`src/rtl/sprite_feeder.sv`:
```
// Sprite table plus per-frame walker: offers each active sprite to the renderer once
// per video frame and advances per-sprite animation phases every ANIM_DIV frames.
module sprite_feeder #(
  parameter int MAX_SPRITES   = 16,
  parameter int NUM_FRAMES    = 18,
  parameter int CANVAS_WIDTH  = 360,
  parameter int CANVAS_HEIGHT = 720,
  parameter int ANIM_DIV      = 4,
  localparam int IW = $clog2(MAX_SPRITES),
  localparam int FW = $clog2(NUM_FRAMES),
  localparam int XW = $clog2(CANVAS_WIDTH),
  localparam int YW = $clog2(CANVAS_HEIGHT)
) (
  input  logic          clk_pixel,
  input  logic          sys_rst,
  input  logic [5:0]    frame_count,
  input  logic          wr_en,
  input  logic [IW-1:0] wr_addr,
  input  logic          wr_active,
  input  logic [XW-1:0] wr_x,
  input  logic [YW-1:0] wr_y,
  input  logic [FW-1:0] wr_base_frame,
  input  logic [1:0]    wr_anim_len,
  input  logic          sprite_ready,
  output logic          sprite_valid,
  output logic [XW-1:0] sprite_x,
  output logic [YW-1:0] sprite_y,
  output logic [FW-1:0] sprite_frame_number,
  output logic          busy,
  output logic          pass_done,
  output logic [7:0]    overrun_count,
  output logic [1:0]    fsm_state
);

  localparam int DW  = (ANIM_DIV > 1) ? $clog2(ANIM_DIV) : 1;
  localparam int FW1 = FW + 1;

  localparam logic [1:0] S_IDLE    = 2'd0;
  localparam logic [1:0] S_SCAN    = 2'd1;
  localparam logic [1:0] S_OFFER   = 2'd2;
  localparam logic [1:0] S_HOLDOFF = 2'd3;

  logic [5:0]    prev_frame_count;
  logic          new_frame;
  logic [DW-1:0] anim_div;
  logic          anim_tick;

  logic          ent_active [MAX_SPRITES];
  logic [XW-1:0] ent_x      [MAX_SPRITES];
  logic [YW-1:0] ent_y      [MAX_SPRITES];
  logic [FW-1:0] ent_base   [MAX_SPRITES];
  logic [1:0]    ent_len    [MAX_SPRITES];
  logic [1:0]    ent_phase  [MAX_SPRITES];

  logic [1:0]    state;
  logic [IW-1:0] idx;
  logic [FW1-1:0] cur_frame;
  logic          cur_legal;
  logic          last_idx;

  assign new_frame = (frame_count != prev_frame_count);
  assign anim_tick = new_frame && (anim_div == DW'(ANIM_DIV - 1));

  // Loading the live counter during reset avoids a spurious pass on release.
  always_ff @(posedge clk_pixel) begin
    prev_frame_count <= frame_count;
    if (sys_rst) begin
      anim_div <= '0;
    end else if (new_frame) begin
      anim_div <= anim_tick ? '0 : anim_div + 1'b1;
    end
  end

  // A write always wins over a same-cycle phase advance of that entry.
  always_ff @(posedge clk_pixel) begin
    if (sys_rst) begin
      for (int i = 0; i < MAX_SPRITES; i++) begin
        ent_active[i] <= 1'b0;
        ent_x[i]      <= '0;
        ent_y[i]      <= '0;
        ent_base[i]   <= '0;
        ent_len[i]    <= '0;
        ent_phase[i]  <= '0;
      end
    end else begin
      for (int i = 0; i < MAX_SPRITES; i++) begin
        if (wr_en && (wr_addr == IW'(i))) begin
          ent_active[i] <= wr_active;
          ent_x[i]      <= wr_x;
          ent_y[i]      <= wr_y;
          ent_base[i]   <= wr_base_frame;
          ent_len[i]    <= wr_anim_len;
          ent_phase[i]  <= 2'd0;
        end else if (anim_tick && ent_active[i]) begin
          ent_phase[i] <= (ent_phase[i] == ent_len[i]) ? 2'd0 : ent_phase[i] + 2'd1;
        end
      end
    end
  end

  assign cur_frame = {1'b0, ent_base[idx]} + FW1'(ent_phase[idx]);
  assign cur_legal = ent_active[idx] && (cur_frame < FW1'(NUM_FRAMES));
  assign last_idx  = (idx == IW'(MAX_SPRITES - 1));

  // Handshake: an offer is raised with all sprite_* fields registered and held
  // stable until the cycle where sprite_valid && sprite_ready (the transfer);
  // valid only drops early on reset or on a new frame aborting the pass.
  always_ff @(posedge clk_pixel) begin
    if (sys_rst) begin
      state               <= S_IDLE;
      idx                 <= '0;
      sprite_valid        <= 1'b0;
      sprite_x            <= '0;
      sprite_y            <= '0;
      sprite_frame_number <= '0;
      pass_done           <= 1'b0;
      overrun_count       <= '0;
    end else begin
      pass_done <= 1'b0;
      if (new_frame && (state != S_IDLE)) begin
        state        <= S_SCAN;
        idx          <= '0;
        sprite_valid <= 1'b0;
        if (overrun_count != 8'hFF) overrun_count <= overrun_count + 8'd1;
      end else begin
        case (state)
          S_IDLE: begin
            if (new_frame) begin
              state <= S_SCAN;
              idx   <= '0;
            end
          end
          S_SCAN: begin
            if (cur_legal) begin
              sprite_x            <= ent_x[idx];
              sprite_y            <= ent_y[idx];
              sprite_frame_number <= cur_frame[FW-1:0];
              sprite_valid        <= 1'b1;
              state               <= S_OFFER;
            end else if (last_idx) begin
              state     <= S_IDLE;
              pass_done <= 1'b1;
            end else begin
              idx <= idx + 1'b1;
            end
          end
          S_OFFER: begin
            if (sprite_ready) begin
              sprite_valid <= 1'b0;
              state        <= S_HOLDOFF;
            end
          end
          S_HOLDOFF: begin
            // Renderer's registered ready may still read high here; ignore it.
            if (last_idx) begin
              state     <= S_IDLE;
              pass_done <= 1'b1;
            end else begin
              idx   <= idx + 1'b1;
              state <= S_SCAN;
            end
          end
          default: state <= S_IDLE;
        endcase
      end
    end
  end

  assign busy      = (state != S_IDLE);
  assign fsm_state = state;

endmodule

```
`config.mk`:
```
export PLATFORM = sky130hd
export DESIGN_NAME = sprite_feeder
export DESIGN_NICKNAME = d
export VERILOG_FILES = /design/src/rtl/sprite_feeder.sv
export SDC_FILE = /design/constraint.sdc
export NUM_CORES = 1
export LEC_CHECK = 0
export CAP_MARGIN = 15
export CORE_MARGIN = 8
export CORE_UTILIZATION = 47
export CTS_BUF_LIST = sky130_fd_sc_hd__clkbuf_2 sky130_fd_sc_hd__clkbuf_4 sky130_fd_sc_hd__clkbuf_8
export CTS_CLUSTER_SIZE = 10
export DETAILED_ROUTE_END_ITERATION = 8
export GPL_TIMING_DRIVEN = 0
export PLACE_DENSITY_LB_ADDON = 0.08
export SETUP_SLACK_MARGIN = 0.15
export SLEW_MARGIN = 20
export SYNTH_ARGS = -nofsm -noshare
export SYNTH_HDL_FRONTEND = slang
export SYNTH_SLANG_ARGS = --single-unit
```
`constraint.sdc`:
```
create_clock -name clk_pixel -period 4.35 [get_ports clk_pixel]
set_input_delay 1.0875 -clock clk_pixel [delete_from_list [all_inputs] [get_ports clk_pixel]]
set_output_delay 1.0875 -clock clk_pixel [all_outputs]
set_load 0.02 [all_outputs]
```
==> summary.txt <==
Outcome
  • Status: finished clean

Power
  • Lkg Pwr: just under 9 nW
  • Worst VDD drop: 0.000264 V
  • Post-route total power: 0.0110 W
  • PwrDens: ~430 mW/mm^2

Yosys
  • Yosys top cell area share: a little under two thirds
  • EDFF count, synth: between 400 and 500
  • Primary FF master, synth: edfxtp_1
  • Synth unique cells: 48
  • Asr flop ratio synth: 0%
  • Number of synthesized register bits: around 520
  • Synth warn: 0
  • Avg Synthesized Cell Area: 15.2 um^2
  • Register area share after synthesis: 68.7%
  • Mapped Nets: 1,484
  • Post-Syn Instances: 1,437
  • Cell area after synthesis: 0.0218 mm^2
  • Cell taking the most area after synthesis: edfxtp_1
  • Synth top area cells: edfxtp_1 64%, mux4_2 14%, nor2_1 6.0%

Floorplan
  • Core ar.: 0.0462 mm^2
  • Die X: 231 um
  • Die area: about 0.054 mm^2
  • Initial Utilization: 47.2%
  • Row cnt: 79
  • Io pins: 78
  • Die Height: 231 um

Routing
  • WL final: 61,100 um
  • Drt drc: 0
  • DRT antenna net count: 0
  • Vias: approximately 13,000
  • Per-cell routed wire length: 26.5 um
  • Iteration-0 DRC Markers: roughly 1,300
  • Vias per cell: 5.71
  • Drt pass-1 iters: 6

Place
  • GPL Wtd Cong: 0.788
  • Buffers on Ports: 74
  • Final HPWL DP: 40,100 um
  • Post-DP Area: 0.0237 mm^2

Cells and area
  • Total area of multi-input combinational cells: 0.00629 mm^2
  • Final nets: 1,677
  • Fillers: 3,701
  • Most frequent cells in the layout: 464 x edfxtp_1, 346 x nor2_1, 133 x mux4_2, 96 x clkbuf_8, 74 x clkdlybuf4s50_1
  • Most common cell after layout, fill and taps aside: edfxtp_1
  • FF/Latch Area: 0.0150 mm^2
  • Share of layout cells above drive strength 1: 21.2%
  • Layout area overhead: 18.4%
  • Fin area: 0.0258 mm^2

Clock network
  • Clock transition at path regs: 0.06 ns
  • Hold Buf Count CTS: 0
  • CTS Buf Count: 89
  • Clk buf depth: 3
  • TritonCTS clock tree: done
  • Clk sink count: 516
  • Clk_lat worst skew: 0.68 ns
  • CTS H-tree depth: 3
  • Root Buffer: clkbuf_8

Worst setup path
  • Crit path DAT: roughly 4.6 ns
  • CP required: 4.85 ns
  • Crit Path Max Fanout: 6
  • Startpoint Class: flop
  • Critical path class: reg -> reg
  • Crit. End Element: flop

Worst hold path
  • Hold WC Path Type: reg -> reg

Timing
  • Final-report max-slew violation count: 0
  • Fmax: 246 MHz
  • Clock Skew: 0.0347 ns
  • RSZ-0062 raised after global routing: no
  • Max-slew headroom: about a quarter
  • Final Critical Period: between 4 and 5 ns
  • Slew @ Worst Pin: around 1.2 ns
  • Tcrit/Tclk final: 93.3%
  • Count of final setup violators: 0
  • Fin. Hold Viols: 0

Run
  • Max-cap violations: 0

Global route
  • Global-route wire length before repair: 89,100 um
  • Number of global-route vias before repair: 13,300
  • Tot GR Track Use: 23.0%
  • Grt ovf: 0
  • Antenna violations before repair: 1
  • Largest net degree at the start of global routing: 23
## worst max-delay path, cell delays in order (launching register included)
cell      delay [ns]
dfxtp_4         0.38
buf_12          0.11
buf_16          0.12
buf_12          0.13
mux4_2          0.52
mux4_2          0.57
ha_4            0.21
inv_2           0.05
fa_1            0.21
inv_2           0.05
or4_4           0.52
a32oi_4         0.25
buf_4           0.18
nand2_1         0.14
a31oi_1         0.31
a311oi_2        0.12
## metrics by stage
step / utilization (%) / cells / TNS (ns) / setup slack, ns / hold slack (ns)
final: 55.9 / 2303 / 0 / 0.293 / 0.464
after global routing: 55.9 / 2303 / 0 / 0.200 / 0.489
after CTS: 55.8 / 2298 / 0 / 0.152 / 0.463
after detailed placement: 51.4 / 2134 / -41.09 / -1.29 / 0.454
after global placement: 50.5 / 2118 / -39.46 / -1.32 / 0.444
after floorplan: - / 1437 / 0 / 0.181 / 0.436
## Yosys cell counts (all sizes together), types with 6 or more instances
library cell and instances:
mux4 133, mux2i 26, inv 44, o21ai 6, a211o 10, buf 30
a21oi 22, xnor2 45, nand3 22, xor2 7, nand2 83, dfxtp 52
edfxtp 464, nor2 346, nor2b 6, clkbuf 76, nor3 6, a211oi 6
## report_power, final
part,internal (W),switching (W),leakage [nW]
clock,0.00249,0.00197,0.959
sequential,0.00573,0.000112,4.91
combinational,0.000288,0.000424,3.02
## cell type report
cell class	count	area share, %
sequential	516	58.1
multi-input combinational	770	24.4
clock buffer	143	6.49
timing repair buffer	102	4.94
tap	607	2.95
buffer	106	2.08
inverter	45	0.655
clock inverter	13	0.412
antenna	1	0.00970
## timing repair
item	4_1_cts	5_1_grt
setup endpoints to repair	36	33
gates cloned	2	0
resized for setup	30	11
setup buffers	6	4
pin swaps	2	6
## per-layer routing
layer  up-vias  share of wire (%)  GRT usage, %
li1       5705                  -             -
met1      6786                 41          30.4
met2       539                 49          37.6
met3       123                6.8          5.04
met4         0                3.1          7.72
met5         -                  0             0
## path summary, 6_finish.rpt
check	depth (start not counted)	start	slack [ns]	to
setup / recovery	15	flop	0.29	idx[2]
hold / removal	2	anim_div[1]	0.46	anim_div[1]
setup reg to reg	15	flop	0.29	idx[2]
hold reg to reg	2	anim_div[1]	0.46	anim_div[1]
## cells by family (layout without fill, tap and decap cells)
family          Yosys count  after routing  synth area share (%)
compound gates           64             64                  2.08
other cells               0              1                     0
mux                     159            159                  14.9
xor+xnor                 52             52                  2.09
buf+inv                 151            409                  2.69
simple gates            489            489                  9.09
flops                   516            516                  68.7
fa+ha+maj                 6              6                 0.379
## registers in the layout, summed over array words and instances, names as in the netlist, 4 cells and up, named ones only
name / flops
ent_y: 160
ent_x: 144
ent_base: 80
ent_len: 32
ent_phase: 32
ent_active: 16
sprite_y: 10
sprite_x: 9
overrun_count: 8
prev_frame_count: 6
sprite_frame_number: 5
idx: 4
Note: power is estimated with default switching activity, not from simulation.
